`config.mk`:
```
export PLATFORM = sky130hd
export DESIGN_NAME = sprite_palette_bank
export DESIGN_NICKNAME = d
export VERILOG_FILES = /design/src/rtl/sprite_palette_pkg.sv /design/src/rtl/palette_flash_fsm.sv /design/src/rtl/sprite_palette_bank.sv
export SDC_FILE = /design/constraint.sdc
export NUM_CORES = 1
export LEC_CHECK = 0
export BUFFER_PORTS_ARGS = -buffer_cell sky130_fd_sc_hd__buf_4
export CAP_MARGIN = 20
export CORE_MARGIN = 3
export CORE_UTILIZATION = 56
export CTS_BUF_LIST = sky130_fd_sc_hd__clkbuf_4 sky130_fd_sc_hd__clkbuf_8 sky130_fd_sc_hd__clkbuf_16
export DETAILED_ROUTE_END_ITERATION = 16
export PLACE_DENSITY = 0.75
export SLEW_MARGIN = 10
export SYNTH_ARGS = -nofsm -noshare
export SYNTH_HDL_FRONTEND = slang
export SYNTH_SLANG_ARGS = --single-unit
export TNS_END_PERCENT = 50
```
`constraint.sdc`:
```
create_clock -name clk -period 11.4 [get_ports clk]
set_clock_uncertainty 0.15 [all_clocks]
set_input_delay 1.14 -clock clk [delete_from_list [all_inputs] [get_ports clk]]
set_output_delay 1.14 -clock clk [all_outputs]
set_load 0.02 [all_outputs]
```
`src/rtl/sprite_palette_pkg.sv`:
```
// Shared types and the power-on colour table for the sprite palette bank.
package sprite_palette_pkg;

    localparam int PAL_COLOR_W = 4;
    localparam int DEFAULT_LEN = 16;

    typedef struct packed {
        logic [PAL_COLOR_W-1:0] r;
        logic [PAL_COLOR_W-1:0] g;
        logic [PAL_COLOR_W-1:0] b;
    } rgb_t;

    typedef enum logic [1:0] {
        OFF   = 2'd0,
        ON_LO = 2'd1,
        ON_HI = 2'd2
    } flash_state_e;

    // Entry 0 is the magenta key colour; entry 3 is white, entry 4 the damage red.
    localparam logic [11:0] DEFAULT_PALETTE [DEFAULT_LEN] = '{
        12'hF0F, 12'h3D7, 12'h000, 12'hFFF,
        12'hE33, 12'h36C, 12'hFC2, 12'h8A4,
        12'h555, 12'hAAA, 12'h9E1, 12'h41B,
        12'hC7F, 12'h0B9, 12'hD80, 12'h222
    };

    function automatic rgb_t default_entry(input int idx);
        if (idx >= 0 && idx < DEFAULT_LEN) begin
            return rgb_t'(DEFAULT_PALETTE[idx[3:0]]);
        end else begin
            return rgb_t'(12'h000);
        end
    endfunction

endpackage

```
`src/rtl/palette_flash_fsm.sv`:
```
// Damage-flash sequencer: counts frame starts while enabled and alternates
// the flash phase every FLASH_FRAMES frames.
module palette_flash_fsm
    import sprite_palette_pkg::*;
#(
    parameter int FLASH_FRAMES = 8
) (
    input  logic clk,
    input  logic rst,
    input  logic frame_start_i,
    input  logic flash_en_i,
    output logic flash_phase_o
);

    localparam int CNT_W = (FLASH_FRAMES > 1) ? $clog2(FLASH_FRAMES) : 1;
    localparam logic [CNT_W-1:0] CNT_LAST = CNT_W'(FLASH_FRAMES - 1);

    flash_state_e     state_q, state_d;
    logic [CNT_W-1:0] cnt_q, cnt_d;
    logic             phase_q;

    // Next-state logic; the frame start coinciding with enable is not counted.
    always_comb begin
        state_d = state_q;
        cnt_d   = cnt_q;
        if (!flash_en_i) begin
            state_d = OFF;
            cnt_d   = {CNT_W{1'b0}};
        end else begin
            case (state_q)
                OFF: begin
                    state_d = ON_LO;
                    cnt_d   = {CNT_W{1'b0}};
                end
                ON_LO, ON_HI: begin
                    if (frame_start_i) begin
                        if (cnt_q == CNT_LAST) begin
                            cnt_d   = {CNT_W{1'b0}};
                            state_d = (state_q == ON_LO) ? ON_HI : ON_LO;
                        end else begin
                            cnt_d   = cnt_q + CNT_W'(1);
                            state_d = state_q;
                        end
                    end else begin
                        cnt_d   = cnt_q;
                        state_d = state_q;
                    end
                end
                default: begin
                    state_d = OFF;
                    cnt_d   = {CNT_W{1'b0}};
                end
            endcase
        end
    end

    // State, counter and registered phase output.
    always_ff @(posedge clk or posedge rst) begin
        if (rst) begin
            state_q <= OFF;
            cnt_q   <= {CNT_W{1'b0}};
            phase_q <= 1'b0;
        end else begin
            state_q <= state_d;
            cnt_q   <= cnt_d;
            phase_q <= (state_d == ON_HI);
        end
    end

    assign flash_phase_o = phase_q;

endmodule

```
`src/rtl/sprite_palette_bank.sv`:
```
// Runtime-writable multi-bank sprite palette with a one-cycle lookup pipeline,
// frame-synchronous bank switching, transparency and damage flash.
module sprite_palette_bank
    import sprite_palette_pkg::*;
#(
    parameter int INDEX_W           = 4,
    parameter int NUM_BANKS         = 2,
    parameter int COLOR_W           = 4,
    parameter int FLASH_FRAMES      = 8,
    parameter int TRANSPARENT_INDEX = 0,
    localparam int BANK_W = (NUM_BANKS > 1) ? $clog2(NUM_BANKS) : 1
) (
    input  logic                 clk,
    input  logic                 rst,
    input  logic                 pix_valid_i,
    input  logic [INDEX_W-1:0]   index_i,
    input  logic                 frame_start_i,
    input  logic [BANK_W-1:0]    bank_sel_i,
    input  logic                 flash_en_i,
    input  logic                 wr_en_i,
    input  logic [BANK_W-1:0]    wr_bank_i,
    input  logic [INDEX_W-1:0]   wr_addr_i,
    input  logic [3*COLOR_W-1:0] wr_data_i,
    output logic                 pix_valid_o,
    output logic [COLOR_W-1:0]   red_o,
    output logic [COLOR_W-1:0]   green_o,
    output logic [COLOR_W-1:0]   blue_o,
    output logic                 opaque_o,
    output logic                 flash_phase_o,
    output logic [BANK_W-1:0]    active_bank_o
);

    localparam int DEPTH   = 1 << INDEX_W;
    localparam int ENTRY_W = 3 * COLOR_W;
    localparam logic [BANK_W:0]    NB_LIMIT   = (BANK_W + 1)'(NUM_BANKS);
    localparam logic [INDEX_W-1:0] TRANS_IDX  = INDEX_W'(TRANSPARENT_INDEX);

    logic [ENTRY_W-1:0] mem_q [NUM_BANKS][DEPTH];
    logic [BANK_W-1:0]  active_bank_q;
    logic               pix_valid_q;
    logic               opaque_q, opaque_d;
    logic [ENTRY_W-1:0] rgb_q, rgb_d;
    logic               wr_ok_s, sel_ok_s, flash_phase_s;
    logic [ENTRY_W-1:0] rd_entry_s;

    // The default table is only meaningful for the 4-bit-per-channel layout.
    function automatic logic [ENTRY_W-1:0] reset_entry(input int e);
        if (COLOR_W == PAL_COLOR_W) begin
            return ENTRY_W'(default_entry(e));
        end else begin
            return {ENTRY_W{1'b0}};
        end
    endfunction

    palette_flash_fsm #(
        .FLASH_FRAMES (FLASH_FRAMES)
    ) u_flash (
        .clk           (clk),
        .rst           (rst),
        .frame_start_i (frame_start_i),
        .flash_en_i    (flash_en_i),
        .flash_phase_o (flash_phase_s)
    );

    assign wr_ok_s    = ({1'b0, wr_bank_i}  < NB_LIMIT);
    assign sel_ok_s   = ({1'b0, bank_sel_i} < NB_LIMIT);
    assign rd_entry_s = mem_q[active_bank_q][index_i];

    // Palette storage; reads see the pre-edge contents, giving read-before-write.
    always_ff @(posedge clk or posedge rst) begin
        if (rst) begin
            for (int b = 0; b < NUM_BANKS; b++) begin
                for (int e = 0; e < DEPTH; e++) begin
                    mem_q[b][e] <= reset_entry(e);
                end
            end
        end else if (wr_en_i && wr_ok_s) begin
            mem_q[wr_bank_i][wr_addr_i] <= wr_data_i;
        end
    end

    // Active bank only moves on a frame start, so a frame never tears.
    always_ff @(posedge clk or posedge rst) begin
        if (rst) begin
            active_bank_q <= {BANK_W{1'b0}};
        end else if (frame_start_i && sel_ok_s) begin
            active_bank_q <= bank_sel_i;
        end
    end

    // Colour selection for the next output pixel; idle cycles hold the last one.
    always_comb begin
        rgb_d    = rgb_q;
        opaque_d = opaque_q;
        if (pix_valid_i) begin
            if (index_i == TRANS_IDX) begin
                rgb_d    = {ENTRY_W{1'b0}};
                opaque_d = 1'b0;
            end else begin
                rgb_d    = flash_phase_s ? {ENTRY_W{1'b1}} : rd_entry_s;
                opaque_d = 1'b1;
            end
        end else begin
            rgb_d    = rgb_q;
            opaque_d = opaque_q;
        end
    end

    // Output pipeline register.
    always_ff @(posedge clk or posedge rst) begin
        if (rst) begin
            pix_valid_q <= 1'b0;
            rgb_q       <= {ENTRY_W{1'b0}};
            opaque_q    <= 1'b0;
        end else begin
            pix_valid_q <= pix_valid_i;
            rgb_q       <= rgb_d;
            opaque_q    <= opaque_d;
        end
    end

    assign pix_valid_o   = pix_valid_q;
    assign red_o         = rgb_q[3*COLOR_W-1 -: COLOR_W];
    assign green_o       = rgb_q[2*COLOR_W-1 -: COLOR_W];
    assign blue_o        = rgb_q[COLOR_W-1   -: COLOR_W];
    assign opaque_o      = opaque_q;
    assign flash_phase_o = flash_phase_s;
    assign active_bank_o = active_bank_q;

endmodule
```
==> impl_results.md, run 1 <==
- Dpl ws: 7.50 ns
- VDD IR-drop max: 0.109 mV
- H-tree levels: 2
- Slowest CP cell: buf_4
- Mapped Nets: 1234
- DP Area: 0.0185 mm^2
- Post-synthesis register bit count: 387
- CP dominant cell by count: buf_4
- Sw power: 0.000916 W
- Sequential area share after synthesis: 55.1%
- Final Util: 63.8%
- Crit-path cells: buf_4 -> buf_4 -> mux4_2 -> nor3b_1 -> nor3_1 -> nand3_1 -> nand2_1
- Root Buffer: clkbuf_16
- Hold Vio Cnt, Final: 0
- Number of I/O port buffers: 43
- Worst Path Buf+Inv: 2
- Sw frac: 23.9%
- Via count: 10300
- Initial antenna violation count: 0
- Ant diodes: 0
- Die Height: 185 um
- Post-synth EDFFs: 0
- Relative slew margins: 34.4%
- CP endpoint kind: flop
- Synth top area cells: dfrtp_1 29%, dfstp_2 26%, mux2_2 24%
- Setup violators final: 0
- Die X: 185 um
- Worst setup SP type: flop
- Worst-case clock buffer depth: 3
- Yosys top cell by area: dfrtp_1
- Gr ovfl total: 0
- Ports: 44
- Placer's final routability congestion estimate: 0.848
- Max-slew violations: 0
- Reg clk slew, reported paths: 0.06 ns
- Worst skew pair latency: 0.53 ns
- Clock Power Share: 35.9%
- Share of cells above drive strength 1: 64.9%
- Fin nets: 1228
- Combinational share of power: 15.5%
- Gr usage total: 24.6%
- Worst-path maximum fanout: 49
- WP data arrival: 3.84 ns
- Unrepaired setup endpoints after global routing: false
- # resized after CTS: 0
- Placed cell count: 1548
- CTS tree: built
- Post-CTS Setup Inserts: 0
- Commonest register cell after synthesis: dfrtp_1
- Cell-internal power: 0.00292 W
- Number of fill cells: 2273
- Flop pwr share: 48.6%
- Final period util: 31.3%
- Design Area, Final: 0.0199 mm^2
- Detailed Routing Iterations Pass 1: 5
- Min-Delay Path Class: flop to flop
- Core Region: 0.0311 mm^2
- Final WS setup: 7.83 ns
- Share of the synthesized area in the top cell type: 28.8%
- Setup TNS: 0 ns
- Leak: 8.37 nW
- Initial DRC Count: 697
- Critical path type: flop to flop
- Outcome: finished clean
- Rows: 64
- Crit path max-delay family: buffers and inverters
- Pwr dens: 193 mW/mm^2
- Clk sink count: 387
- Max Fclk: 280 MHz
- Post-Route WL: 40.8 mm
- Syn avg cell area: 15.0 um^2
- Number of global-route vias before repair: 10900
- CTS Buf Count: 41
- Starting density of the core: 57.7%
- DP HPWL: 25.3 mm
- WL per Instance: 25.1 um
- First-pass GRT wire length: 64.8 mm
- Post-synth ARST share: 100%
- Die Area: 0.0343 mm^2
- Crit path time final: 3.57 ns
- Max-cap violations: 0
- Warnings, synthesis: 0
- Synth Cell Area: 0.0180 mm^2
- Synth unique cells: 51
- Pin count of the biggest net entering global routing: 171
- Number of remaining DRC errors: 0
- Hold Buf Count CTS: 0
- CP peak stage delay: 0.82 ns
- Vias per cell: 6.36
- Critical Path RT: 11.67 ns
- Tightest Pin Transition: 0.981 ns
- Mapped Cells: 1201
- Final ANT Viol Nets: 0
- Non-Filler Instances: 1624
- Area growth syn-to-layout: 10.5%
## metal layers
metal  global-route usage, %  vias up  share of wire (%)
met2                    39.4      315                 48
met1                    34.3     5508                 43
met4                    8.88        0                3.6
met3                    4.54       95                5.7
met5                       0        -                  0
li1                        -     4410                  -
## cells by family (layout without fill, tap and decap cells)
| logic type | after synthesis | count (layout) | synth area share [%] |
|---|---|---|---|
| mux | 470 | 470 | 34.6 |
| flops | 387 | 387 | 55.1 |
| simple gates | 144 | 144 | 4.00 |
| buf+inv | 116 | 143 | 3.15 |
| compound gates | 79 | 79 | 2.83 |
| fa+ha+maj | 5 | 5 | 0.348 |
## through the flow
step / total power (W) / hold WS (ns)
after floorplan: 0.00231 / 0.303
after global placement: 0.00245 / 0.313
after detailed placement: 0.00248 / 0.335
after CTS: 0.00386 / 0.348
after global routing: 0.00400 / 0.353
final: 0.00383 / 0.348
## cell type report
type | count | area (um^2) | share of cell area, %
Sequential cell | 387 | 9910 | 49.9
Clock inverter | 14 | 149 | 0.749
Inverter | 9 | 37.5 | 0.189
Timing Repair Buffer | 58 | 448 | 2.25
Tap cell | 396 | 495 | 2.49
Clock buffer | 62 | 1270 | 6.38
Multi-Input combinational cell | 698 | 7560 | 38.1
## power groups by stage
| stage | clock (W) | combinational (W) | sequential [W] |
|---|---|---|---|
| floorplan | 0 | 0.000478 | 0.00184 |
| CTS | 0.00140 | 0.000600 | 0.00186 |
| global route | 0.00146 | 0.000645 | 0.00189 |
| global placement | 0 | 0.000579 | 0.00187 |
| detailed placement | 0 | 0.000598 | 0.00188 |
| finish | 0.00138 | 0.000594 | 0.00186 |
## path summary, 6_finish.rpt
kind / startpoint / endpoint / slack (ns) / cells past startpoint
worst max-delay path: active_bank_o / rgb_q[6] / 7.83 / 7
worst min-delay path: mem_q[207] / mem_q[207] / 0.35 / 1
worst max register to register: active_bank_o / rgb_q[6] / 7.83 / 7
worst min register to register: mem_q[207] / mem_q[207] / 0.35 / 1
max in group asynchronous: rst / mem_q[13] / 8.78 / 4
min in group asynchronous: rst / mem_q[173] / 0.73 / 3
## flip-flops by register name (all words and copies together) (netlist names)
name / count
active_bank_o: 1
mem_q: 366
opaque_o: 1
pix_valid_o: 1
rgb_q: 12
u_flash.cnt_q: 3
u_flash.flash_phase_o: 1
u_flash.state_q: 2
## synth_stat cells (9+ instances only)
master and number:
o22ai_1 9, nand2_1 31, dfrtp_1 207, dfstp_2 180
nor3b_1 9, clkbuf_1 50, nor3_1 23, buf_4 10
nand3_1 10, a21oi_1 18, buf_2 36, mux4_2 83
mux2_2 378, nor2_1 39, o21ai_0 20
## cells in the final DEF, fill, tap and decap left out, types with 18 or more instances in the layout
cell type | netlist | layout
clkbuf_16 | 0 | 43
buf_4 | 10 | 57
dfrtp_1 | 207 | 206
o21ai_0 | 20 | 20
mux2_2 | 378 | 378
mux4_2 | 83 | 83
nand2_1 | 31 | 31
a21oi_1 | 18 | 18
dfstp_2 | 180 | 180
nor2_1 | 39 | 31
nor3_1 | 23 | 20
(Power assumes the default switching activity.)
==> run 2: changes to the inputs <==
PLACE_DENSITY = 0.73   (was 0.75)
clock period = 3.55 ns   (was 11.4 ns; I/O delays follow)
==> run 2 against run 1 <==
  * Combinational power grew to 3.3 times the previous value
  * Routed wire length rose by 0.43%
  * First-iteration DRC count rose by 12%
  * Non-clock buffer count up 27
  * Clock power rose to 3.0 times the previous value
  * Sequential share of layout area decreased by 0.40 points
  * Count of clock-buffer cells in the layout up 5
  * Global-route usage increased by 0.23 points
  * Total power increased to 3.1 times the previous value
  * Setup slack worse by 6.9 ns
==> impl_results.md, run 2 (synthesis results as in run 1) <==
- Clk sink count: 387
- Critical path type: flop to flop
- Setup violators final: 0
- Largest regs: mem_q (366), rgb_q (12), u_flash.cnt_q (3)
- Core Region: 0.0311 mm^2
- Post-Route WL: 41.0 mm
- Worst R2R Start: active_bank_o
- Final period util: 75.0%
- CP endpoint kind: flop
- Number of remaining DRC errors: 0
- Max FFs per register: 366
- Tightest Pin Transition: 0.857 ns
- Gr ovfl total: 0
- Sw frac: 24.0%
- CP peak stage delay: 0.82 ns
- FF-to-FF setup slack: 0.89 ns
- First-pass GRT wire length: 65.6 mm
- Dpl ws: 0.853 ns
- Post-CTS Setup Inserts: 0
- Pwr dens: 601 mW/mm^2
- Final Util: 64.3%
- Final WS setup: 0.889 ns
- Die Height: 185 um
- Initial antenna violation count: 0
- Max-cap violations: 0
- Area growth syn-to-layout: 11.4%
- Number of I/O port buffers: 43
- Outcome: finished clean
- Slowest CP cell: dfrtp_4
- CTS Buf Count: 40
- Clock Power Share: 34.3%
- Hold Buf Count CTS: 5
- Detailed Routing Iterations Pass 1: 5
- R2R Path End: rgb_q[8]
- Commonest non-fill, non-tap cell in the layout: mux2_2
- CTS tree: built
- Crit-path cells: buf_4 -> mux4_2 -> a22oi_1 -> o21ai_0 -> nor4_1 -> o2bb2ai_1
- Die Area: 0.0343 mm^2
- Via count: 10400
- Share of cells above drive strength 1: 64.6%
- Vias per cell: 6.29
- VDD IR-drop max: 0.570 mV
- Worst-case clock buffer depth: 3
- Placer's final routability congestion estimate: 0.834
- Flop pwr share: 49.6%
- Crit path max-delay family: flip-flops
- Worst-path maximum fanout: 31
- Gr usage total: 24.9%
- Number of fill cells: 2227
- Setup TNS: 0 ns
- Sw power: 0.00290 W
- End point of the critical path: rgb_q[8]
- Max-slew violations: 0
- # resized after CTS: 0
- Final hold slack: 0.0179 ns
- Min-Delay Path Class: input pin to flop
- WP data arrival: 2.92 ns
- Number of global-route vias before repair: 11000
- Non-Filler Instances: 1649
- Ant diodes: 0
- DP HPWL: 25.9 mm
- Final ANT Viol Nets: 0
- Starting density of the core: 57.7%
- Rows: 64
- Ports: 44
- Relative slew margins: 42.7%
- Max Fclk: 376 MHz
- Combinational share of power: 16.1%
- Worst Path Buf+Inv: 1
- Worst R2R Path Depth: 6
- Reg clk slew, reported paths: 0.06 ns
- H-tree levels: 2
- Die X: 185 um
- Critical Path RT: 3.81 ns
- Initial DRC Count: 784
- Crit path time final: 2.66 ns
- Leak: 8.48 nW
- Setup crit start: active_bank_o
- Largest Register: mem_q
- Worst skew pair latency: 0.53 ns
- Commonest non-fill, non-tap cells in the layout: 378 x mux2_2, 206 x dfrtp_1, 180 x dfstp_2
- WL per Instance: 24.8 um
- Hold Vio Cnt, Final: 0
- Placed cell count: 1570
- Pin count of the biggest net entering global routing: 97
- Stages on worst setup path: 6
- Unrepaired setup endpoints after global routing: false
- Root Buffer: clkbuf_16
- Cell-internal power: 0.00915 W
- Fin nets: 1254
- Worst setup SP type: flop
[run 2: worst min path at each step]
stage,start,endpoint,slack [ns],depth (start not counted)
after floorplan,pix_valid_i,pix_valid_o,0.24,0
after global placement,mem_q[207],mem_q[207],0.32,1
after detailed placement,mem_q[350],mem_q[350],0.34,1
after CTS,flash_en_i,u_flash.state_q[0],0.02,3
after global routing,flash_en_i,u_flash.state_q[0],0.04,3
final,flash_en_i,u_flash.state_q[0],0.02,3
[run 2: layout make-up]
cell class | count | area, um^2 | share of cell area [%]
Clock buffer | 67 | 1270 | 6.34
Clock inverter | 7 | 42.5 | 0.212
Inverter | 9 | 37.5 | 0.187
Multi-Input combinational cell | 698 | 7540 | 37.6
Sequential cell | 387 | 9910 | 49.5
Tap cell | 396 | 495 | 2.47
Timing Repair Buffer | 85 | 738 | 3.68
[run 2: worst register-to-register path, cell delays in order (launching register included)]
cell       delay (ns)
dfrtp_4          0.82
buf_4            0.40
mux4_2           0.54
a22oi_1          0.20
o21ai_0          0.15
nor4_1           0.21
o2bb2ai_1        0.09
[run 2: metal layers]
| layer | wire, um | GRT usage, % | share of wire [%] | up-vias |
|---|---|---|---|---|
| li1 | - | - | - | 4478 |
| met2 | 19500 | 39.3 | 48 | 271 |
| met5 | 0 | 0 | 0 | - |
| met4 | 939 | 6.00 | 2.3 | 0 |
| met1 | 18400 | 36.7 | 45 | 5564 |
| met3 | 2120 | 4.05 | 5.2 | 58 |
[run 2: through the flow]
stage               cell area [um^2]  power (W)
CTS                            20000     0.0121
floorplan                      18000    0.00743
global placement               18700    0.00789
detailed placement             18700    0.00798
global route                   20000     0.0126
finish                         20000     0.0120
[run 2: power by group through the flow]
stage | registers, W | clock network, W | logic (W)
3_5_place_dp | 0.00604 | 0 | 0.00194
3_3_place_gp | 0.00600 | 0 | 0.00189
6_report | 0.00597 | 0.00413 | 0.00194
4_1_cts | 0.00597 | 0.00421 | 0.00195
5_1_grt | 0.00608 | 0.00439 | 0.00210
2_1_floorplan | 0.00590 | 0 | 0.00153
